File: src/rtl/branch_predict_resolve.sv
// rtl/branch_predict_resolve.sv - BHT direction predictor with EX-stage branch resolution
//
// Purpose:
//   2-bit saturating-counter BHT read combinationally at fetch, with branch
//   resolution at EX from func3 and ALU flags. Also performs the BHT update,
//   drives a registered mispredict redirect and keeps saturating statistics.
//
// Ports:
//   clk, rst_n             clock, asynchronous active-low reset
//   if_pc                  fetch PC for lookup
//   if_pred_taken          combinational prediction (counter MSB)
//   ex_valid, ex_branch    EX holds a valid conditional branch
//   ex_func3               branch condition select
//   ex_zf/cf/vf/sf         flags of rs1 - rs2 (cf = borrow)
//   ex_pred_taken          prediction carried with the branch
//   ex_pc, ex_target       branch PC and taken target
//   stall, flush_in        hold / squash of the EX instruction
//   ex_taken               combinational resolved direction
//   redirect_valid/pc      registered mispredict redirect
//   br_count, mispred_count  saturating statistics
module branch_predict_resolve #(
  parameter int XLEN        = 32,
  parameter int BHT_ENTRIES = 64,
  parameter int INDEX_LSB   = 2,
  parameter int CNT_W       = 32
) (
  input  logic             clk,
  input  logic             rst_n,
  input  logic [XLEN-1:0]  if_pc,
  output logic             if_pred_taken,
  input  logic             ex_valid,
  input  logic             ex_branch,
  input  logic [2:0]       ex_func3,
  input  logic             ex_zf,
  input  logic             ex_cf,
  input  logic             ex_vf,
  input  logic             ex_sf,
  input  logic             ex_pred_taken,
  input  logic [XLEN-1:0]  ex_pc,
  input  logic [XLEN-1:0]  ex_target,
  input  logic             stall,
  input  logic             flush_in,
  output logic             ex_taken,
  output logic             redirect_valid,
  output logic [XLEN-1:0]  redirect_pc,
  output logic [CNT_W-1:0] br_count,
  output logic [CNT_W-1:0] mispred_count
);

  localparam int IDX_W = $clog2(BHT_ENTRIES);

  logic [1:0]       bht_q [BHT_ENTRIES];
  logic             redirect_valid_q;
  logic [XLEN-1:0]  redirect_pc_q;
  logic [CNT_W-1:0] br_count_q;
  logic [CNT_W-1:0] mispred_count_q;

  logic [IDX_W-1:0] if_idx;
  logic [IDX_W-1:0] ex_idx;
  logic             dir;
  logic             legal;
  logic             res;
  logic             mispredict;
  logic [1:0]       bht_cur;
  logic [1:0]       bht_d;
  logic [XLEN-1:0]  redirect_pc_d;

  // Only the index bits of the fetch PC matter; no tags are kept.
  logic unused_if_pc;
  assign unused_if_pc = ^if_pc;

  assign if_idx        = if_pc[INDEX_LSB +: IDX_W];
  assign ex_idx        = ex_pc[INDEX_LSB +: IDX_W];
  // Reads the registered array, so a same-cycle update is not visible yet.
  assign if_pred_taken = bht_q[if_idx][1];

  always_comb begin
    dir = 1'b0;
    case (ex_func3)
      3'b000:  dir = ex_zf;
      3'b001:  dir = ~ex_zf;
      3'b100:  dir = ex_sf ^ ex_vf;
      3'b101:  dir = ~(ex_sf ^ ex_vf);
      3'b110:  dir = ex_cf;
      3'b111:  dir = ~ex_cf;
      default: dir = 1'b0;
    endcase
  end

  assign legal      = (ex_func3 != 3'b010) && (ex_func3 != 3'b011);
  assign ex_taken   = ex_valid & ex_branch & dir;
  // flush_in squashes the branch outright; stall defers it to the release cycle.
  assign res        = ex_valid & ex_branch & ~stall & ~flush_in;
  assign mispredict = res & (ex_taken != ex_pred_taken);

  assign redirect_pc_d = ex_taken ? ex_target : ex_pc + XLEN'(4);

  always_comb begin
    bht_cur = bht_q[ex_idx];
    bht_d   = bht_cur;
    if (ex_taken) begin
      if (bht_cur != 2'b11) bht_d = bht_cur + 2'd1;
    end else begin
      if (bht_cur != 2'b00) bht_d = bht_cur - 2'd1;
    end
  end

  always_ff @(posedge clk or negedge rst_n) begin
    if (!rst_n) begin
      for (int i = 0; i < BHT_ENTRIES; i++) bht_q[i] <= 2'b01;
      redirect_valid_q <= 1'b0;
      redirect_pc_q    <= '0;
      br_count_q       <= '0;
      mispred_count_q  <= '0;
    end else begin
      redirect_valid_q <= mispredict;
      if (mispredict) begin
        redirect_pc_q <= redirect_pc_d;
        if (mispred_count_q != {CNT_W{1'b1}}) mispred_count_q <= mispred_count_q + CNT_W'(1);
      end
      if (res && legal) begin
        bht_q[ex_idx] <= bht_d;
        if (br_count_q != {CNT_W{1'b1}}) br_count_q <= br_count_q + CNT_W'(1);
      end
    end
  end

  assign redirect_valid = redirect_valid_q;
  assign redirect_pc    = redirect_pc_q;
  assign br_count       = br_count_q;
  assign mispred_count  = mispred_count_q;

endmodule
File: config.mk
export PLATFORM = sky130hd
export DESIGN_NAME = branch_predict_resolve
export DESIGN_NICKNAME = d
export VERILOG_FILES = /design/src/rtl/branch_predict_resolve.sv
export SDC_FILE = /design/constraint.sdc
export NUM_CORES = 1
export LEC_CHECK = 0
export BUFFER_PORTS_ARGS = -buffer_cell sky130_fd_sc_hd__buf_2
export CAP_MARGIN = 20
export CORE_MARGIN = 4
export CORE_UTILIZATION = 30
export DETAILED_ROUTE_END_ITERATION = 10
export GPL_ROUTABILITY_DRIVEN = 0
export PLACE_DENSITY_LB_ADDON = 0.25
export REMOVE_ABC_BUFFERS = 1
export SYNTH_ARGS = -nofsm -noshare
export SYNTH_HDL_FRONTEND = slang
export SYNTH_SLANG_ARGS = --single-unit
File: constraint.sdc
create_clock -name clk -period 3.7 [get_ports clk]
set_clock_uncertainty 0.05 [all_clocks]
set_input_delay 0.37 -clock clk [delete_from_list [all_inputs] [get_ports clk]]
set_output_delay 0.37 -clock clk [all_outputs]
set_load 0.02 [all_outputs]
Word-level counts from Yosys, hierarchy flattened
Index checks and enable logic that the tools add are counted.
Widths: inputs -> output; s select.

operators by class
  $add $sub $neg = 5
  $mul = 0
  div/mod/pow operators = 0
  magnitude comparators = 3
  eq/ne operators = 11
  shift operators = 0
  mux-type cells = 14
  bitwise operators = 13
  reductions and logical operators = 7

operators by type and width
  operator               number
  $bwmux 128             1
  $add 32x1->32 const B  2
  $ne 32x32->1 const B   2
  $add 32x3->32 const B  1
  $mux 32                1
  $bmux 2 s6             2
  $mux 2                 8
  $ge 7x7->1 const B     2
  $not 6->7              2
  $demux 2 s6            1
  $eq 3x3->1 const B     4
  $lt 7x1->1 const B     1
  $ne 3x2->1 const B     2
  $pmux 1 s6             1
  $and 1x1->1            5
  $not 1->1              5
  $reduce_and 2->1       2
  $eq 3x1->1 const B     1
  $logic_and 1x1->1      3
  $logic_not 3->1        1
  $add 2x1->2 const B    1
  $ne 2x2->1 const B     1
  $reduce_bool 2->1      1
  $sub 2x1->2 const B    1
  2 further kinds        2

word-level totals
  flip-flop bits (word level) = 225
  latch bits = 0
  memory bits (writable) = 0
  bits in read-only memories = 0
  input port bits = 110
  output and inout bits = 99
  logic and storage cells = 121
  memories kept = 0

Depth between registers and ports, before layout
  depth in word-level cells = 8
  gate-level depth with buffers = 11
  mapped depth without buffers = 8

Least setup slack after synthesis
No wires, ideal clock.

  path kind = input-to-output
  from = input port if_pc[2]
  to = output port if_pred_taken
  data arrival time = 2.606 ns
  required time = 3.280 ns
  slack = 0.674 ns
  cell stages on the path = 5
  buffers on the path = 2
  path through = clkbuf_1 > buf_2 > mux4_2 > mux4_2 > mux4_2

between the ends
  word-level cells in the longest chain between the ends = 4

RTL lines
  element                                     line  source
  start, declared                             29    input logic [XLEN-1:0] if_pc,
  $not 6->7 (implied by the code)             75    assign if_pred_taken = bht_q[if_idx][1];
  $bmux 2 s6                                  75
  $mux 2 (implied by the code) (2 in series)  75
  end, declared                               30    output logic if_pred_taken,

No other way between the ends. The select of a mux whose other input is x is not followed.

Worst setup path in the final report
  from = register bht_q[1] in the netlist's numbering
  to = output port if_pred_taken

between the ends
  word-level cells in the longest chain between the ends = 3

RTL lines
  element                                     line  source
  start, declared                             52    logic [1:0] bht_q [BHT_ENTRIES];
  start signal, assigned by index             122   bht_q[ex_idx] <= bht_d;
  $bmux 2 s6                                  75
  $mux 2 (implied by the code) (2 in series)  75

No other way between the ends. The select of a mux whose other input is x is not followed.

==> qor.tcl <==
set qor(dp_worst_setup_slack_ps) 301
set qor(syn_area_sq_um) 12000
set qor(cts_tree) {done}
set qor(synth_seq_cells) 225
set qor(num_vias) 9376
set qor(clock_tree.root_cell) {clkbuf_16}
set qor(drv.max_cap_violation_count) 0
set qor(pnr_total_power_mw) 6.80
set qor(insertion_delay_of_the_later_clocked_pin_in_the_worst_skew_pair_ps) 570
set qor(drtPass1Iterations) 5
set qor(drtAntennaViolNets) 0
set qor(grt_antenna_before_repair) 0
set qor(cellPowerDensity_nw_per_um2) 465
set qor(start_util) 0.307
set qor(pwr-share-seq) 0.400
set qor(final_design_area_no_fill_sq_um) 14600
set qor(post_drt_via_cell_ratio) 4.86
set qor(cp_data_arrival_time_ps) 2670
set qor(num_io_pins) 209
set qor(cp_max_fo) 3
set qor(clkTransAtPathRegs_ps) 70
set qor(run_status) {finished, final reports clean}
set qor(dpl-instance-area_sq_um) 13500
set qor(nFillCells) 3995
set qor(comb_power_share) 0.136
set qor(maxClockFrequency_mhz) 323
set qor(cts-root-to-sink-buffers) 3
set qor(flip_flop_cell_with_the_highest_count_after_synthesis) {dfrtp_1}
set qor(hold_violation_count_in_the_final_report) 0
set qor(grt_setup_unrepaired) {no}
set qor(synth_warnings) 0
set qor(floorplan.core_area_sq_um) 39100
set qor(async_reset_ff_frac) 1.00
set qor(layout-area-overhead-vs-synth_pct) 22.0
set qor(start_kind) {flop}
set qor(dr.first_iter.drc_count) 545
set qor(grt_pass1_vias) 9500
set qor(worst-slew-pin-transition_ps) 924
set qor(final_max_slew_viol_count) 0
set qor(fp.dieW_microns) 208
set qor(share_of_synthesized_area_occupied_by_flip_flops_and_latches) 0.476
set qor(die_area_sq_um) 43300
set qor(cts.repair.resized) 0
set qor(routed_wire_length_per_instance_microns) 17.9
set qor(finalNetCount) 1503
set qor(gr-total-overflow) 0
set qor(critPathKind) {reg2out}
set qor(htree_levels) 1
set qor(die_h_microns) 208
set qor(finalSetupTns_ps) 0
set qor(routed_wirelength_microns) 34500
set qor(drc) 0
set qor(port-buffer-count) 182
set qor(endpoint_kind) {output pin}
set qor(postSynthAreaPerCell_sq_um) 10.0
set qor(setup_violations) 0
set qor(share_of_final_layout_standard_cells_stronger_than_drive_strength_1) 0.314
set qor(grt_start_max_net_pins) 84
set qor(groute.usage.overall) 0.156
set qor(clkPwrFrac) 0.464
set qor(synth-edff-count) 0
set qor(finalCritPeriodShare) 0.836
set qor(clkSinkCount) 225
set qor(syn_inst) 1195
set qor(cts-buffers-inserted) 28
set qor(hold_path_class) {in2reg}
set qor(switching_share) 0.272
set qor(placement_rows) 72
set qor(worst_slew_margin_rel) 0.379
set qor(grt_first_pass_wirelength_microns) 55100
set qor(netSwitchingPower_mw) 1.85
set qor(worst_ep_required_time_ps) 3280
set qor(detailed_place_hpwl_microns) 24200
set qor(timing.final.ws_setup_ps) 608
set qor(power.ir.vdd_worst_mv) 0.324
set qor(synth.distinct_cells) 65
set qor(antenna_cells_inserted) 0
set qor(total_leakage_power_nw) 6.44
set qor(p_int_mw) 4.95
set qor(final_core_utilization) 0.374
set qor(period_needed_ps) 3090
==> path summary, 6_finish.rpt <==
check | startpoint | to | slack, ps | cells after the start
worst min-delay path | ex_pc[1] | redirect_pc[1] | 40 | 3
worst min register to register | bht_q[46] | bht_q[46] | 420 | 2
min in group asynchronous | rst_n | bht_q[41] | 350 | 2
worst max-delay path | bht_q[1] | if_pred_taken | 610 | 4
max in group asynchronous | rst_n | bht_q[8] | 2360 | 3
worst max register to register | bht_q[11] | bht_q[82] | 980 | 9
==> cells in the final DEF (no fill, tap or decap), drive strengths merged, types with 8 or more instances in the layout <==
cell type | Yosys | final
nand4 | 21 | 21
nor2b | 11 | 11
nand3 | 38 | 38
clkbuf | 19 | 34
inv | 13 | 13
clkinv | 0 | 8
dfstp | 64 | 64
mux2 | 13 | 13
mux2i | 23 | 23
o21ai | 175 | 175
nor2 | 58 | 58
a21oi | 22 | 22
nor3 | 16 | 16
dfrtp | 161 | 161
nand2 | 273 | 273
buf | 42 | 223
xor2 | 38 | 38
and4 | 15 | 15
bufinv | 0 | 8
and3 | 17 | 17
xnor2 | 53 | 53
mux4 | 31 | 31
==> sequential cells by signal (all words and copies together) (netlist names) <==
register / cells
bht_q: 128
br_count: 32
mispred_count: 32
redirect_pc: 32
redirect_valid: 1
==> Yosys cell counts (all sizes together) (2+ instances only) <==
master / count / share of area
nor3b: 7 / 0.0048
a31oi: 5 / 0.0026
clkbuf: 19 / 0.0059
nand3: 38 / 0.016
and2: 5 / 0.0026
nor2: 58 / 0.018
o21ai: 175 / 0.092
a211oi: 4 / 0.0025
or3: 4 / 0.0021
and3: 17 / 0.0089
o211ai: 3 / 0.0019
a21oi: 22 / 0.0092
o22a: 2 / 0.0015
buf: 42 / 0.030
and4: 15 / 0.011
nor2b: 11 / 0.0057
maj3: 2 / 0.0021
o22ai: 4 / 0.0021
a32oi: 4 / 0.0029
nor3: 16 / 0.0067
mux4: 31 / 0.060
nand2b: 7 / 0.0036
mux2i: 23 / 0.019
dfrtp: 161 / 0.34
nand4: 21 / 0.011
xor2: 38 / 0.028
and3b: 5 / 0.0036
nand3b: 3 / 0.0019
dfstp: 64 / 0.14
a221oi: 7 / 0.0051
a22oi: 3 / 0.0019
mux2: 13 / 0.013
inv: 13 / 0.0041
nand2: 273 / 0.085
o21a: 2 / 0.0013
nor4: 7 / 0.0036
a2111oi: 2 / 0.0020
xnor2: 53 / 0.039
ha: 3 / 0.0031
==> cell families (layout without fill, tap and decap cells) <==
group | count (synthesis) | in the layout | synth area share
AND/OR/NAND/NOR | 491 | 491 | 0.189
AO/OA/AOI/OAI | 241 | 241 | 0.131
flip-flops | 225 | 225 | 0.476
XOR/XNOR | 92 | 92 | 0.0683
buffers and inverters | 74 | 291 | 0.0397
multiplexers | 67 | 67 | 0.0914
adder cells (fa/ha/maj) | 5 | 5 | 0.00521
==> repair_timing <==
item / CTS / global route
hold buffers: 3 / 0
setup buffers: 0 / 0
endpoints found under the hold margin: 66 / 0
==> power by group through the flow <==
stage,clock network [mW],registers (mW),logic [mW]
2_1_floorplan,0,2.92,0.307
3_3_place_gp,0,2.76,0.935
5_1_grt,3.34,2.74,1.01
6_report,3.15,2.72,0.927
4_1_cts,3.24,2.72,0.947
3_5_place_dp,0,2.76,0.944
==> layout make-up <==
type | count | area [sq um] | area share
multi-input cells | 896 | 5820 | 0.397
clock inverters | 18 | 314 | 0.0215
clock buffers | 34 | 753 | 0.0515
repair buffers | 226 | 1340 | 0.0918
well taps | 518 | 648 | 0.0443
flip-flops and latches | 225 | 5710 | 0.390
inverters | 13 | 48.8 | 0.00333
==> stage by stage <==
step,cells,hold WS [ps]
floorplan,1134,24.4
global placement,1874,377
detailed placement,1875,384
CTS,1930,0.956
global route,1930,33.8
finish,1930,41.7
==> layer usage <==
| layer | vias to the layer above | global-route usage | wire length [microns] |
|---|---|---|---|
| li1 | 4614 | - | - |
| met1 | 4524 | 0.209 | 15500 |
| met2 | 187 | 0.266 | 16800 |
| met3 | 51 | 0.0196 | 1270 |
| met4 | 0 | 0.0430 | 902 |
| met5 | - | 0 | 0 |
==> critical path, stage by stage, from the launching register on <==
cell and delay [ps]:
dfrtp_1 400, mux4_2 500, mux4_2 530, mux4_2 500
buf_2 180
Power figures use the tool's default switching activity.
